## config.mk

```make
export PLATFORM = sky130hd
export DESIGN_NAME = clk_rst_sequencer
export DESIGN_NICKNAME = d
export VERILOG_FILES = /design/src/rtl/clk_rst_sequencer.sv
export SDC_FILE = /design/constraint.sdc
export NUM_CORES = 1
export LEC_CHECK = 0
export BUFFER_PORTS_ARGS = -buffer_cell sky130_fd_sc_hd__buf_2
export CAP_MARGIN = 40
export CORE_AREA = 2 2 94 96
export CTS_CLUSTER_SIZE = 12
export DETAILED_ROUTE_END_ITERATION = 10
export DIE_AREA = 0 0 96 98
export PLACE_DENSITY = 0.71
export SLEW_MARGIN = 20
export SYNTH_ARGS = -nofsm -noshare
export SYNTH_HDL_FRONTEND = slang
export SYNTH_SLANG_ARGS = --single-unit
```

## constraint.sdc

```tcl
create_clock -name clk -period 2.23 [get_ports clk]
set_clock_uncertainty 0.2 [all_clocks]
set_input_delay 0.223 -clock clk [delete_from_list [all_inputs] [get_ports clk]]
set_output_delay 0.223 -clock clk [all_outputs]
set_load 0.005 [all_outputs]
```

## src/rtl/clk_rst_sequencer.sv

```systemverilog
`default_nettype none
// ============================================================================
// clk_rst_sequencer: CHANNELS programmable clock dividers / strobes with a
// staggered, edge-aligned per-channel reset release and a locked flag.
// Optional macro CLKRST_DEBOUNCE_EN filters the reset release.
// Revision: 1.0
// ============================================================================
module clk_rst_sequencer #(
  parameter int CHANNELS     = 2,
  parameter int CNT_W        = 16,
  parameter int DELAY_BIT    = 15,
  parameter int STAGGER_BIT  = 10,
  parameter int DEBOUNCE_BIT = 12
) (
  input  logic                      clk,
  input  logic                      reset,
  input  logic [CHANNELS*CNT_W-1:0] div_in,
  input  logic [CHANNELS-1:0]       mode_in,
  output logic [CHANNELS-1:0]       clk_out,
  output logic [CHANNELS-1:0]       rst_out,
  output logic                      locked
);

  localparam int DLY_A = DELAY_BIT;
  localparam int DLY_B = STAGGER_BIT + $clog2(CHANNELS);
  localparam int DLY_W = ((DLY_A > DLY_B) ? DLY_A : DLY_B) + 2;
  localparam logic [DLY_W-1:0] BASE_HOLD = DLY_W'(1) << DELAY_BIT;
  localparam logic [DLY_W-1:0] STAG_HOLD = DLY_W'(1) << STAGGER_BIT;
  localparam logic [DLY_W-1:0] DLY_MAX   = BASE_HOLD + DLY_W'(CHANNELS - 1) * STAG_HOLD;

  typedef enum logic [1:0] {
    HOLD   = 2'd0,
    COUNT  = 2'd1,
    LOCKED = 2'd2
  } state_t;

  state_t              state;
  logic [DLY_W-1:0]    dly;
  logic [DLY_W-1:0]    dly_next;
  logic [CNT_W-1:0]    cnt  [CHANNELS];
  logic [CNT_W-1:0]    dval [CHANNELS];
  logic [CHANNELS-1:0] mode_q;
  logic [CHANNELS-1:0] evt;
  logic [CHANNELS-1:0] lvl_next;
  logic [CHANNELS-1:0] qual;
  logic [CHANNELS-1:0] elig;
  logic                filt_done;
  logic                div_hold;

`ifdef CLKRST_DEBOUNCE_EN
  logic [DEBOUNCE_BIT-1:0] filt;
  assign filt_done = &filt;
  // Dividers stay in their reset state until the release filter completes.
  assign div_hold  = reset | ((state == HOLD) & ~filt_done);
`else
  logic [DEBOUNCE_BIT:0] unused_filt;
  assign unused_filt = '0;
  assign filt_done   = 1'b1;
  assign div_hold    = reset;
`endif

  always_comb begin
    dly_next = (dly < DLY_MAX) ? dly + 1'b1 : dly;
    evt      = '0;
    lvl_next = '0;
    qual     = '0;
    elig     = '0;
    for (int k = 0; k < CHANNELS; k++) begin
      evt[k]      = (cnt[k] == dval[k]);
      // Strobe, or toggle restarting after strobe, both produce a high level.
      lvl_next[k] = (mode_in[k] | mode_q[k]) ? 1'b1 : ~clk_out[k];
      qual[k]     = evt[k] & (mode_in[k] | (clk_out[k] & ~lvl_next[k]));
      elig[k]     = (dly_next >= BASE_HOLD + DLY_W'(k) * STAG_HOLD);
    end
  end

  always_ff @(posedge clk) begin
    for (int k = 0; k < CHANNELS; k++) begin
      if (div_hold) begin
        cnt[k]     <= '0;
        dval[k]    <= div_in[k*CNT_W +: CNT_W];
        mode_q[k]  <= mode_in[k];
        clk_out[k] <= 1'b0;
      end else if (evt[k]) begin
        cnt[k]     <= '0;
        dval[k]    <= div_in[k*CNT_W +: CNT_W];
        mode_q[k]  <= mode_in[k];
        clk_out[k] <= lvl_next[k];
      end else begin
        cnt[k] <= cnt[k] + 1'b1;
        if (mode_q[k]) clk_out[k] <= 1'b0;
      end
    end

    if (reset) begin
      state   <= HOLD;
      dly     <= '0;
      rst_out <= '1;
      locked  <= 1'b0;
`ifdef CLKRST_DEBOUNCE_EN
      filt    <= '0;
`endif
    end else begin
      case (state)
        HOLD: begin
          if (filt_done) begin
            state <= COUNT;
            dly   <= '0;
          end
`ifdef CLKRST_DEBOUNCE_EN
          else filt <= filt + 1'b1;
`endif
        end
        COUNT: begin
          dly <= dly_next;
          for (int k = 0; k < CHANNELS; k++) begin
            if (qual[k] & elig[k]) rst_out[k] <= 1'b0;
          end
          if (rst_out == '0) begin
            state  <= LOCKED;
            locked <= 1'b1;
          end
        end
        LOCKED: begin
        end
        default: state <= HOLD;
      endcase
    end
  end

endmodule
`default_nettype wire

```

## After elaboration in Yosys (flattened, before gate mapping)

Memory sizes are Yosys's and may differ from the RTL's.
Index checks and enable logic that the tools add are counted.
W data, S select, Z words.

| word-level totals | value |
|---|---|
| register bits after elaboration | 26 |
| bits in writable memories | 64 |
| input bits | 36 |
| output and inout bits | 5 |
| memories | 2 |

| operators by class | value |
|---|---|
| $add $sub $neg | 3 |
| $lt $le $gt $ge | 3 |
| equality and inequality tests | 5 |
| multiplexer cells | 34 |
| bitwise logic cells | 21 |
| reduce and logical (&&, ||, !) cells | 11 |

Memories:

| name | words | width | read ports | clocked after Yosys merged registers in | write ports | line | text |
|---|---|---|---|---|---|---|---|
| cnt | 2 | 16 | 2 | 0 | 2 | 40 | `logic [CNT_W-1:0] cnt [CHANNELS];` |
| dval | 2 | 16 | 2 | 0 | 2 | 41 | `logic [CNT_W-1:0] dval [CHANNELS];` |

Operators by type and width:

| kind | number |
|---|---|
| $mux W16 | 6 |
| $ge A17 B16 Y1 const B | 2 |
| $pmux W17 S2 | 1 |
| $add A16 B1 Y16 const B | 2 |
| $eq A16 B16 Y1 | 2 |
| $mux W1 | 24 |
| $add A17 B1 Y17 const B | 1 |
| $lt A17 B16 Y1 const B | 1 |
| $mux W17 | 1 |
| $or A1 B1 Y1 | 10 |
| $reduce_bool A2 Y1 | 5 |
| $reduce_and A2 Y1 | 4 |
| $and A1 B1 Y1 | 6 |
| $pmux W2 S3 | 1 |
| $not A1 Y1 | 5 |
| $logic_not A2 Y1 | 2 |
| $eq A2 B1 Y1 const B | 1 |
| $eq A2 B2 Y1 const B | 1 |
| $mux W2 | 1 |
| $ne A2 B2 Y1 const B | 1 |

## Longest topological paths before layout

Gate-level depths: netlist (run 1).

| logic depth | value |
|---|---|
| depth in word-level cells | 8 |
| depth in mapped cells | 8 |

## Worst setup path before layout (run 1)

No wires, ideal clock.

| timing path | value |
|---|---|
| path type | flip-flop to flip-flop |
| start | mem cnt[0][7] |
| end | mem cnt[0][10], data pin |
| setup time | 0.262 ns |
| arrival | 1.733 ns |
| slack | 0.036 ns |
| cell stages (with the launch flop) | 9 |
| buffers on the path | 3 |
| period minus slack after synthesis | 2.194 ns |
| path through | edfxtp_1 clkbuf_2 xnor2_1 nand4_1 nor4_2 or2_2 buf_2 buf_4 nor2_1 |

RTL lines:

| what | line |
|---|---|
| start, declared | 40 |

==> results of run 1 <==
## cell usage in the layout, fill, tap and decap left out, types with 4 or more instances in the layout
| cell | count |
|---|---|
| sky130_fd_sc_hd__dfxtp_1 | 24 |
| sky130_fd_sc_hd__nand3_1 | 16 |
| sky130_fd_sc_hd__a211oi_1 | 4 |
| sky130_fd_sc_hd__a21oi_1 | 14 |
| sky130_fd_sc_hd__buf_2 | 40 |
| sky130_fd_sc_hd__xnor2_1 | 28 |
| sky130_fd_sc_hd__xor2_1 | 38 |
| sky130_fd_sc_hd__nor3_1 | 7 |
| sky130_fd_sc_hd__nor2_1 | 62 |
| sky130_fd_sc_hd__nand4_1 | 18 |
| sky130_fd_sc_hd__edfxtp_1 | 66 |
| sky130_fd_sc_hd__inv_1 | 6 |
| sky130_fd_sc_hd__buf_4 | 11 |
| sky130_fd_sc_hd__nand2b_1 | 4 |
| sky130_fd_sc_hd__nand2_1 | 21 |
| sky130_fd_sc_hd__conb_1 | 32 |
| sky130_fd_sc_hd__nor4_1 | 6 |
| sky130_fd_sc_hd__dlygate4sd3_1 | 34 |
| sky130_fd_sc_hd__clkbuf_8 | 9 |
| sky130_fd_sc_hd__or3_1 | 4 |
| sky130_fd_sc_hd__and3_1 | 5 |
| sky130_fd_sc_hd__o21ai_0 | 11 |
## layout make-up
type	count	area, sq um
clock inverter	6	81.33
multi-input combinational	305	1863
fill	693	3075
tap	108	135.1
inverter	7	26.28
clock buffer	10	127.6
sequential	90	2462
timing repair buffer	89	694.4
## power groups by stage
stage               clock (uW)  combinational [uW]  sequential (uW)
floorplan                    0                 158             1980
global placement             0                 221             2000
detailed placement           0                 227             2000
CTS                       1200                 276             1960
global route              1290                 316             1970
finish                    1180                 282             1960
## state kept, by name, summed over array words and instances, names as in the netlist
signal and count:
mode_q 2, clk_out 2, cnt 32, state 2, rst_out 2, dly 17, dval 32, locked 1
## worst max-delay path: cells and delay by family (launching register included)
family / cells / cell delay [ns]
simple gates: 4 / 0.80
flops: 1 / 0.46
buf+inv: 1 / 0.19
xor+xnor: 1 / 0.20
## logic make-up (layout without fill, tap and decap cells)
family,after synthesis,after routing,share of synthesized area
AO/OA/AOI/OAI,39,39,0.05850
adder cells (fa/ha/maj),3,3,0.008732
flip-flops,90,90,0.5728
other,1,32,0.0008723
XOR/XNOR,66,66,0.1345
AND/OR/NAND/NOR,164,164,0.1999
multiplexers,1,1,0.002328
buffers and inverters,20,112,0.02241
## metal layers
| metal | GRT usage | vias up |
|---|---|---|
| met5 | 0 | - |
| met4 | 0.06923 | 0 |
| met3 | 0.03395 | 11 |
| met2 | 0.3200 | 72 |
| met1 | 0.2602 | 1507 |
| li1 | - | 1572 |
## timing repair
item                                   in CTS  in global routing
gates cloned                                0                  0
setup buffers                               0                  1
setup endpoints to repair                  13                 14
gates resized for setup                     1                  1
pin swaps                                   0                  1
endpoints found under the hold margin      34                  0
hold buffers                               34                  0
## per-stage QoR
step | hold slack [ns] | setup TNS [ns] | cells | area, sq um
finish | 0.07423 | 0 | 615 | 5390
floorplan | 0.1219 | 0 | 415 | 4415
detailed placement | 0.2011 | -0.001315 | 564 | 4823
global route | 0.09065 | 0 | 615 | 5390
global placement | 0.1990 | 0 | 564 | 4823
CTS | 0.06528 | 0 | 614 | 5379
## worst paths after layout
| path | from | end | slack [ns] | depth (start not counted) |
|---|---|---|---|---|
| hold reg to reg | locked | locked | 0.31 | 2 |
| setup / recovery | cnt[1][10] | cnt[1][10] | 0.14 | 6 |
| hold / removal | reset | state[1] | 0.07 | 2 |
| setup reg to reg | cnt[1][10] | cnt[1][10] | 0.14 | 6 |
==> run metrics, run 1 <==
Detailed Place HPWL 5550 microns; number of maximum-capacitance constraint violations 0; overflow left after global routing 0; layout cell share with drive strength beyond 1 0.1598; Internal Power 2670 uW; starting density of the core 0.5078; maximum operating frequency 0.4781 GHz; area leader, netlist sky130_fd_sc_hd__edfxtp_1; Synth Warn # 0; cell breakdown of the critical path xor2_1 -> nor4_2 -> nand4_1 -> nand2b_1 -> buf_6 -> nor2_1; number of enable-type register cells in the synthesized netlist 66; met3 WL 283 microns; part of the power in combinational logic 0.082; drc violations 0; setup repair after global routing missed its margin no; Vert. Die Dim 98 microns; most frequent cells after synthesis 66 x sky130_fd_sc_hd__edfxtp_1, 62 x sky130_fd_sc_hd__nor2_1, 38 x sky130_fd_sc_hd__xor2_1, 28 x sky130_fd_sc_hd__xnor2_1, 24 x sky130_fd_sc_hd__dfxtp_1; TritonCTS Buffers 9; sequential element share of the synthesized area 0.5728; average wire per cell in the routed design 13.67 microns; number of H-tree levels 3; Sw Share 0.2208; outcome complete, no violations; power per cell area 635.7 mW/mm^2; buffer levels on the longest clock path 2; synthesized instance count 384; detailed-route wire length 8410 microns; count of TritonRoute iterations in the first routing pass 4; wire length of the first global-routing pass 14230 microns; weighted congestion at the end of routability-driven global placement 0.8342; Arrival @ worst endpoint 2.00 ns; Slowest cell on crit path sky130_fd_sc_hd__edfxtp_1; dominant cells by area after synthesis sky130_fd_sc_hd__edfxtp_1 46%, sky130_fd_sc_hd__dfxtp_1 11%, sky130_fd_sc_hd__xor2_1 7.7%, sky130_fd_sc_hd__xnor2_1 5.7%, sky130_fd_sc_hd__nor2_1 5.4%; proportion of power drawn by the clock network 0.345; post-route worst setup slack 0.1384 ns; routed via count divided by cell count 5.141; FF+latch count, synth 90; die width 96 microns; clock period minus final worst setup slack 2.092 ns; number of antenna violations at the first check in global routing 0; routed via count 3162; capturing element type of the critical path flop; Lkg Pwr 0.002045 uW; NumNets Final 541; total of buffers placed on input and output ports 40; area of the die 0.009408 sq mm; type of the worst setup path reg -> reg; post-route ant nets 0; worst IR drop on VDD 0.5040 mV; share of total power in sequential cells 0.572; maximum fanout count along the critical path 14; top routing layer in use met4; launching element type of the critical path flop; routed wl met2 4302 microns; area share of the leading cell type in the synthesized netlist 0.4610; post-layout util 0.6367; row count 34; Clk pin slew, worst setup/hold paths 0.08 ns; clock tree root driver cell sky130_fd_sc_hd__clkbuf_8; Netlist Area Pre-Place 0.004299 sq mm; power spent charging and discharging nets 756.6 uW; final setup violating endpoints 0; diodes inserted 0; total design power 3426 uW; pin count of the biggest net entering global routing 24; Tot GR Track Use 0.1956; worst slack at placement -0.0009454 ns; worst slew margin relative to its limit 0.5782; Hold Path Class in -> reg; CTS tree yes; required time of the critical path 2.14 ns; clock insertion delay at the later pin of the skew report 0.35 ns; final hold violations 0; Iter 0 DRT Violations 119; post-synthesis area per instance 11.20 sq um; Worst Max-Slew Pin Slew 0.6314 ns; Synth async-reset ratio 0; count of pins on the block boundary 41; delay of the slowest cell on the worst path 0.46 ns; area of the core 0.008466 sq mm; Post-synth top flop sky130_fd_sc_hd__edfxtp_1; number of slew-limit violations in the final report 0; clk sinks 90; Post-Route M1 WL 3679 microns; synth-to-layout area growth 25.38%; number of global-route vias before repair 3116; number of unique standard cell types used by synthesis 47; count leader, synth sky130_fd_sc_hd__edfxtp_1; final critical-path share of the clock period 0.9380
Note: power is estimated with default switching activity, not from simulation.
==> inputs of run 2 (changes only) <==
- ABC_AREA: unset -> 1
- CORE_AREA: 2 2 94 96 -> 2 2 95 97
- DIE_AREA: 0 0 96 98 -> 0 0 97 99
- PLACE_DENSITY: 0.71 -> 0.73
==> run 2 against run 1 <==
Against the previous run:
- first-iteration DRC count rose by 9.2%
- total power fell by 3.8%
- critical endpoint is now cnt[0][14]
- synthesized cell count rose by 24%
- area after synthesis rose by 5.6%
- maximum frequency rose by 2.1%
- critical path type unchanged
- register-to-register slack improved by 0.04 ns
- sequential power barely moved
- die area rose by 2.1%
- global-route usage fell by 0.45 points
- clock-buffer cell count fell by 1
==> run metrics, run 2 <==
placement-stage cell area 0.005016 sq mm (was 0.004823 sq mm); number of antenna violations at the first check in global routing 0 (unchanged); layout cell share with drive strength beyond 1 0.1538 (was 0.1598); number of global-route vias before repair 3373 (was 3116); commonest non-fill, non-tap cell in the layout sky130_fd_sc_hd__nand2_1 (was sky130_fd_sc_hd__edfxtp_1); number of maximum-capacitance constraint violations 0 (unchanged); Detailed Place HPWL 5943 microns (was 5550 microns); row count 34 (unchanged); Arrival @ worst endpoint 1.96 ns (was 2.00 ns); largest registers cnt: 32 flops, dval: 32 flops, dly: 17 flops (unchanged); count of TritonRoute iterations in the first routing pass 5 (was 4); post-route ant nets 0 (unchanged); count leader, synth sky130_fd_sc_hd__nand2_1 (was sky130_fd_sc_hd__edfxtp_1); average wire per cell in the routed design 12.17 microns (was 13.67 microns); final critical-path share of the clock period 0.9185 (was 0.9380); Synth async-reset ratio 0 (unchanged); sequential element share of the synthesized area 0.5421 (was 0.5728); power per cell area 594.3 mW/mm^2 (was 635.7 mW/mm^2); Post-synth top flop sky130_fd_sc_hd__edfxtp_1 (unchanged); number of enable-type register cells in the synthesized netlist 66 (unchanged); most frequent cells after synthesis 87 x sky130_fd_sc_hd__nand2_1, 66 x sky130_fd_sc_hd__edfxtp_1, 61 x sky130_fd_sc_hd__nor2_1, 43 x sky130_fd_sc_hd__inv_1, 32 x sky130_fd_sc_hd__nand3_1 (was 66 x sky130_fd_sc_hd__edfxtp_1, 62 x sky130_fd_sc_hd__nor2_1, 38 x sky130_fd_sc_hd__xor2_1, 28 x sky130_fd_sc_hd__xnor2_1, 24 x sky130_fd_sc_hd__dfxtp_1); routed via count divided by cell count 4.882 (was 5.141); Clk pin slew, worst setup/hold paths 0.09 ns (was 0.08 ns); clock period minus final worst setup slack 2.048 ns (was 2.092 ns); count of pins on the block boundary 41 (unchanged); routed via count 3447 (was 3162); launching element type of the critical path flop (unchanged); post-synthesis area per instance 9.522 sq um (was 11.20 sq um); synthesized instance count 477 (was 384); starting density of the core 0.5312 (was 0.5078); Synth Warn # 0 (unchanged); number of H-tree levels 3 (unchanged); setup repair after global routing missed its margin no (unchanged); detailed-route wire length 8595 microns (was 8410 microns); Vert. Die Dim 99 microns (was 98 microns); Hold Path Class in -> reg (unchanged); buffer levels on the longest clock path 2 (unchanged); final hold violations 0 (unchanged); area leader, netlist sky130_fd_sc_hd__edfxtp_1 (unchanged); die width 97 microns (was 96 microns); synth-to-layout area growth 22.15% (was 25.38%); clock insertion delay at the later pin of the skew report 0.35 ns (about the same); Final Cell Area 0.005548 sq mm (was 0.005390 sq mm); wire length of the first global-routing pass 14790 microns (was 14230 microns); weighted congestion at the end of routability-driven global placement 0.8865 (was 0.8342); pin count of the biggest net entering global routing 33 (was 24); area of the die 0.009603 sq mm (was 0.009408 sq mm); area share of the leading cell type in the synthesized netlist 0.4364 (was 0.4610); drc violations 0 (unchanged); diodes inserted 0 (unchanged); total of buffers placed on input and output ports 40 (unchanged); type of the worst setup path reg -> reg (unchanged); number of unique standard cell types used by synthesis 45 (was 47); FF+latch count, synth 90 (unchanged); clock tree root driver cell sky130_fd_sc_hd__clkbuf_8 (unchanged); outcome complete, no violations (unchanged); number of slew-limit violations in the final report 0 (unchanged); maximum operating frequency 0.4882 GHz (was 0.4781 GHz); dominant cells by area after synthesis sky130_fd_sc_hd__edfxtp_1 44%, sky130_fd_sc_hd__dfxtp_1 11%, sky130_fd_sc_hd__nand2_1 7.2%, sky130_fd_sc_hd__nor2_1 5.0%, sky130_fd_sc_hd__xnor2_1 4.8% (was sky130_fd_sc_hd__edfxtp_1 46%, sky130_fd_sc_hd__dfxtp_1 11%, sky130_fd_sc_hd__xor2_1 7.7%, sky130_fd_sc_hd__xnor2_1 5.7%, sky130_fd_sc_hd__nor2_1 5.4%); final setup violating endpoints 0 (unchanged); overflow left after global routing 0 (unchanged); post-placement cell count 655 (was 564); Iter 0 DRT Violations 130 (was 119); Tot GR Track Use 0.1911 (was 0.1956); Netlist Area Pre-Place 0.004542 sq mm (was 0.004299 sq mm); CTS tree yes (unchanged); required time of the critical path 2.15 ns (was 2.14 ns); Lkg Pwr 0.002141 uW (was 0.002045 uW); clk sinks 90 (unchanged); TritonCTS Buffers 9 (unchanged); capturing element type of the critical path flop (unchanged); post-route non-filler standard cell count 706 (was 615); Worst R2R Setup Slack 0.18 ns (was 0.14 ns); area of the core 0.008551 sq mm (was 0.008466 sq mm); setup TNS 0 ns (unchanged); NumNets Final 632 (was 541); worst IR drop on VDD 0.3613 mV (was 0.5040 mV); most frequent cells in the layout 87 x sky130_fd_sc_hd__nand2_1, 66 x sky130_fd_sc_hd__edfxtp_1, 61 x sky130_fd_sc_hd__nor2_1, 43 x sky130_fd_sc_hd__inv_1, 40 x sky130_fd_sc_hd__buf_2 (was 66 x sky130_fd_sc_hd__edfxtp_1, 62 x sky130_fd_sc_hd__nor2_1, 40 x sky130_fd_sc_hd__buf_2, 38 x sky130_fd_sc_hd__xor2_1, 34 x sky130_fd_sc_hd__dlygate4sd3_1); maximum fanout count along the critical path 5 (was 14)
==> run 2: cell types whose count changed after synthesis, sizes merged, moves of 8 or more <==
cell	before	now
nand4	20	12
xor2	38	17
nand2	21	93
nand3	16	34
a21oi	14	33
nor4	10	1
inv	6	45
==> run 2: cell families after synthesis <==
family | after synthesis | synth area share
and+or+nand+nor | 235 | 0.2518
buffers and inverters | 55 | 0.05179
xor gates and xnor gates | 42 | 0.08099
AOI/OAI and AO/OA | 51 | 0.06419
DFF | 90 | 0.5421
adders and majority gates | 3 | 0.008265
other | 1 | 0.0008257
==> run 2: final timing paths <==
kind,startpoint,endpoint,cells after the start
max,cnt[0][0],cnt[0][14],8
min,reset,dly[12],2
max reg2reg,cnt[0][0],cnt[0][14],8
min reg2reg,locked,locked,2
==> run 2: per-layer routing <==
| metal | GRT usage | share of wire |
|---|---|---|
| met5 | 0 | 0 |
| met4 | 0.06501 | 0.011 |
| met3 | 0.04043 | 0.029 |
| met2 | 0.3408 | 0.51 |
| met1 | 0.2311 | 0.45 |
==> run 2: power by group <==
group          total (uW)  leakage, uW  switching [uW]  internal [uW]
Clock                1070    0.0000955             565            505
Combinational         286      0.00119             137            149
Sequential           1940     0.000854            60.4           1880
Total                3300      0.00214             762           2540
==> run 2: per-stage QoR <==
step / setup WS, ns / hold slack [ns] / power, uW / util
after detailed placement: 0.1936 / 0.2011 / 2216 / 0.5866
after CTS: 0.1651 / 0.01116 / 3322 / 0.6479
after floorplan: 0.2261 / 0.09207 / 2128 / -
after global placement: 0.2689 / 0.1993 / 2205 / 0.5866
final: 0.1818 / 0.02649 / 3297 / 0.6488
after global routing: 0.003808 / 0.04130 / 3437 / 0.6488
==> run 2: critical path, cell delays in order, from the launching register on <==
cell and delay [ns]:
sky130_fd_sc_hd__edfxtp_1 0.45, sky130_fd_sc_hd__ha_1 0.20, sky130_fd_sc_hd__nand2_1 0.08, sky130_fd_sc_hd__nor2_2 0.18, sky130_fd_sc_hd__nand3_1 0.17, sky130_fd_sc_hd__nor2_1 0.15
sky130_fd_sc_hd__nand4_1 0.13, sky130_fd_sc_hd__xor2_1 0.18, sky130_fd_sc_hd__nor2_1 0.06
==> run 2: layout make-up <==
type                            count  area [sq um]
Clock buffer                        9         123.9
Clock inverter                      7         60.06
Fill cell                         705          3003
Inverter                           46         172.7
Multi-Input combinational cell    363          1961
Sequential cell                    90          2462
Tap cell                          108         135.1
Timing Repair Buffer               83         633.1
==> run 2: repair_timing <==
item	CTS	global route
hold buffers	34	0
resized for setup	0	0
endpoints found under the setup margin	0	3
endpoints found under the hold margin	34	0
setup buffers	0	1
==> inputs of run 3 (changes only) <==
- BUFFER_PORTS_ARGS: -buffer_cell sky130_fd_sc_hd__buf_2 -> unset
- CORE_AREA: 2 2 95 97 -> 2 2 93 95
- DIE_AREA: 0 0 97 99 -> 0 0 95 97
- DONT_BUFFER_PORTS: unset -> 1
- GPL_TIMING_DRIVEN: unset -> 0
- PLACE_DENSITY: 0.73 -> 0.72
==> run 3 against run 2 <==
Against the previous run:
- via count fell by 3.3%
- highest routed layer unchanged
- worst setup slack got worse by 0.030 ns
- clock power up 4%
- largest power group unchanged
- largest cell class unchanged
==> run metrics, run 3 (synthesis results as in run 2) <==
starting density of the core 0.5584 (was 0.5312); commonest non-fill, non-tap cell in the layout sky130_fd_sc_hd__nand2_1 (unchanged); drc violations 0 (unchanged); clock insertion delay at the later pin of the skew report 0.36 ns (was 0.35 ns); cell breakdown of the critical path xnor2_1 -> nand4_1 -> or2_1 -> o21ai_4 -> buf_6 -> nor2_1 (was ha_1 -> nand2_1 -> nor2_2 -> nand3_1 -> nor2_1 -> nand4_1 -> xor2_1 -> nor2_1); post-route ant nets 0 (unchanged); Crit Reg-Reg Endpoint cnt[0][15] (was cnt[0][14]); worst slack at placement -0.1154 ns (was 0.1936 ns); synth-to-layout area growth 18.93% (was 22.15%); depth of the worst register-to-register path 6 (was 8); Hold Worst Slack 0.09847 ns (was 0.02649 ns); count of TritonRoute iterations in the first routing pass 4 (was 5); worst IR drop on VDD 0.4482 mV (was 0.3613 mV); largest registers cnt: 32 flops, dval: 32 flops, dly: 17 flops (unchanged); clock period minus final worst setup slack 2.078 ns (was 2.048 ns); Iter 0 DRT Violations 123 (was 130); worst hold path stage count 7 (was 2); wire length of the first global-routing pass 13910 microns (was 14790 microns); Lkg Pwr 0.002004 uW (was 0.002141 uW); buffer levels on the longest clock path 2 (unchanged); Clk pin slew, worst setup/hold paths 0.09 ns (about the same); routed via count divided by cell count 4.984 (was 4.882); required time of the critical path 2.14 ns (was 2.15 ns); CTS tree yes (unchanged); average wire per cell in the routed design 12.14 microns (was 12.17 microns); maximum fanout count along the critical path 25 (was 5); launching element type of the critical path flop (unchanged); outcome complete, no violations (unchanged); number of global-route vias before repair 3245 (was 3373); TritonCTS Buffers 9 (unchanged); number of slew-limit violations in the final report 0 (unchanged); final setup violating endpoints 0 (unchanged); Hold Path Class in -> reg (unchanged); setup TNS 0 ns (unchanged); maximum operating frequency 0.4812 GHz (was 0.4882 GHz); final hold violations 0 (unchanged); Detailed Place HPWL 5670 microns (was 5943 microns); row count 33 (was 34); routed via count 3334 (was 3447); total of buffers placed on input and output ports 0 (was 40); count of pins on the block boundary 41 (unchanged); post-route worst setup slack 0.1518 ns (was 0.1818 ns); overflow left after global routing 0 (unchanged); type of the worst setup path reg -> reg (unchanged); total design power 3312 uW (was 3297 uW); layout cell share with drive strength beyond 1 0.09929 (was 0.1538); Vert. Die Dim 97 microns (was 99 microns); origin of the critical flop-to-flop path cnt[0][13] (was cnt[0][0]); Worst R2R Setup Slack 0.15 ns (was 0.18 ns); worst slew margin relative to its limit 0.6645; pin count of the biggest net entering global routing 26 (was 33); number of maximum-capacitance constraint violations 0 (unchanged); capturing element type of the critical path flop (unchanged); area of the core 0.008134 sq mm (was 0.008551 sq mm); clock tree root driver cell sky130_fd_sc_hd__clkbuf_8 (unchanged); diodes inserted 0 (unchanged); Slowest cell on crit path sky130_fd_sc_hd__edfxtp_1 (unchanged); die width 95 microns (was 97 microns); end point of the critical path cnt[0][15] (was cnt[0][14]); number of H-tree levels 3 (unchanged); Tot GR Track Use 0.1900 (was 0.1911); NumNets Final 598 (was 632); Worst Max-Slew Pin Slew 0.5033 ns; most frequent cells in the layout 87 x sky130_fd_sc_hd__nand2_1, 66 x sky130_fd_sc_hd__edfxtp_1, 61 x sky130_fd_sc_hd__nor2_1, 43 x sky130_fd_sc_hd__inv_1, 35 x sky130_fd_sc_hd__dlygate4sd3_1 (was 87 x sky130_fd_sc_hd__nand2_1, 66 x sky130_fd_sc_hd__edfxtp_1, 61 x sky130_fd_sc_hd__nor2_1, 43 x sky130_fd_sc_hd__inv_1, 40 x sky130_fd_sc_hd__buf_2); clk sinks 90 (unchanged); final critical-path share of the clock period 0.9319 (was 0.9185); delay of the slowest cell on the worst path 0.46 ns (was 0.45 ns); power per cell area 613.2 mW/mm^2 (was 594.3 mW/mm^2); number of filler instances in the final layout 644 (was 705); weighted congestion at the end of routability-driven global placement 0.8311 (was 0.8865); Arrival @ worst endpoint 1.99 ns (was 1.96 ns); area of the die 0.009215 sq mm (was 0.009603 sq mm); Worst setup startpoint cnt[0][13] (was cnt[0][0]); detailed-route wire length 8123 microns (was 8595 microns); number of antenna violations at the first check in global routing 0 (unchanged)
==> run 3: cell count changes in the layout (fill, tap and decap cells not counted), moves of 2 or more <==
| cell | previous run | this run |
|---|---|---|
| sky130_fd_sc_hd__clkinv_1 | 4 | 2 |
| sky130_fd_sc_hd__buf_2 | 40 | 1 |
| sky130_fd_sc_hd__inv_6 | 0 | 2 |
| sky130_fd_sc_hd__buf_4 | 7 | 5 |
| sky130_fd_sc_hd__clkbuf_1 | 0 | 3 |
| sky130_fd_sc_hd__buf_6 | 0 | 3 |
==> run 3: per-layer routing <==
layer / global-route usage / part of all wire / up-vias
li1: - / - / 1726
met1: 0.2295 / 0.43 / 1540
met2: 0.3306 / 0.52 / 62
met3: 0.05530 / 0.042 / 6
met4: 0.04571 / 0.0075 / 0
met5: 0 / 0 / -
==> run 3: worst min-delay path by stage <==
stage               startpoint          to  slack (ns)
floorplan                reset      dly[1]        0.09
global placement         reset      dly[1]         0.1
detailed placement       reset      dly[1]         0.1
CTS                      reset     dly[14]        0.09
global route             reset     dly[14]        0.09
finish              mode_in[1]  rst_out[1]         0.1
==> run 3: worst max-delay path: cells and delay by family, from the launching register on <==
kind	cells	cell delay, ns
XOR/XNOR	1	0.23
AO/OA/AOI/OAI	1	0.20
AND/OR/NAND/NOR	3	0.49
buffers and inverters	1	0.26
flip-flops	1	0.46
==> run 3: layout make-up <==
cell class	count	area, sq um	share of cell area
Buffer	9	75.07	0.01390
Clock buffer	9	123.9	0.02293
Clock inverter	7	75.07	0.01390
Inverter	46	172.7	0.03197
Multi-Input combinational cell	363	1973	0.3653
Sequential cell	90	2462	0.4559
Tap cell	105	131.4	0.02432
Timing Repair Buffer	40	387.9	0.07181
==> run 3: stage by stage <==
step                cell area [sq um]  instances    util
floorplan                        4658        508       -
global placement                 4790        613  0.5888
detailed placement               4790        613  0.5888
CTS                              5369        666  0.6601
global route                     5401        669  0.6641
finish                           5401        669  0.6641
==> run 3: power by group <==
part	leakage [uW]	internal, uW	switching, uW
logic	0.00105	130	128
clock network	0.0000996	528	586
registers	0.000854	1880	59.7
total	0.00200	2540	774
==> run 3: timing repair <==
action,CTS,global route
endpoints found under the setup margin,50,50
endpoints found under the hold margin,48,0
hold buffers,35,0
resized for setup,3,2
pin swaps,0,1
setup buffers,2,3
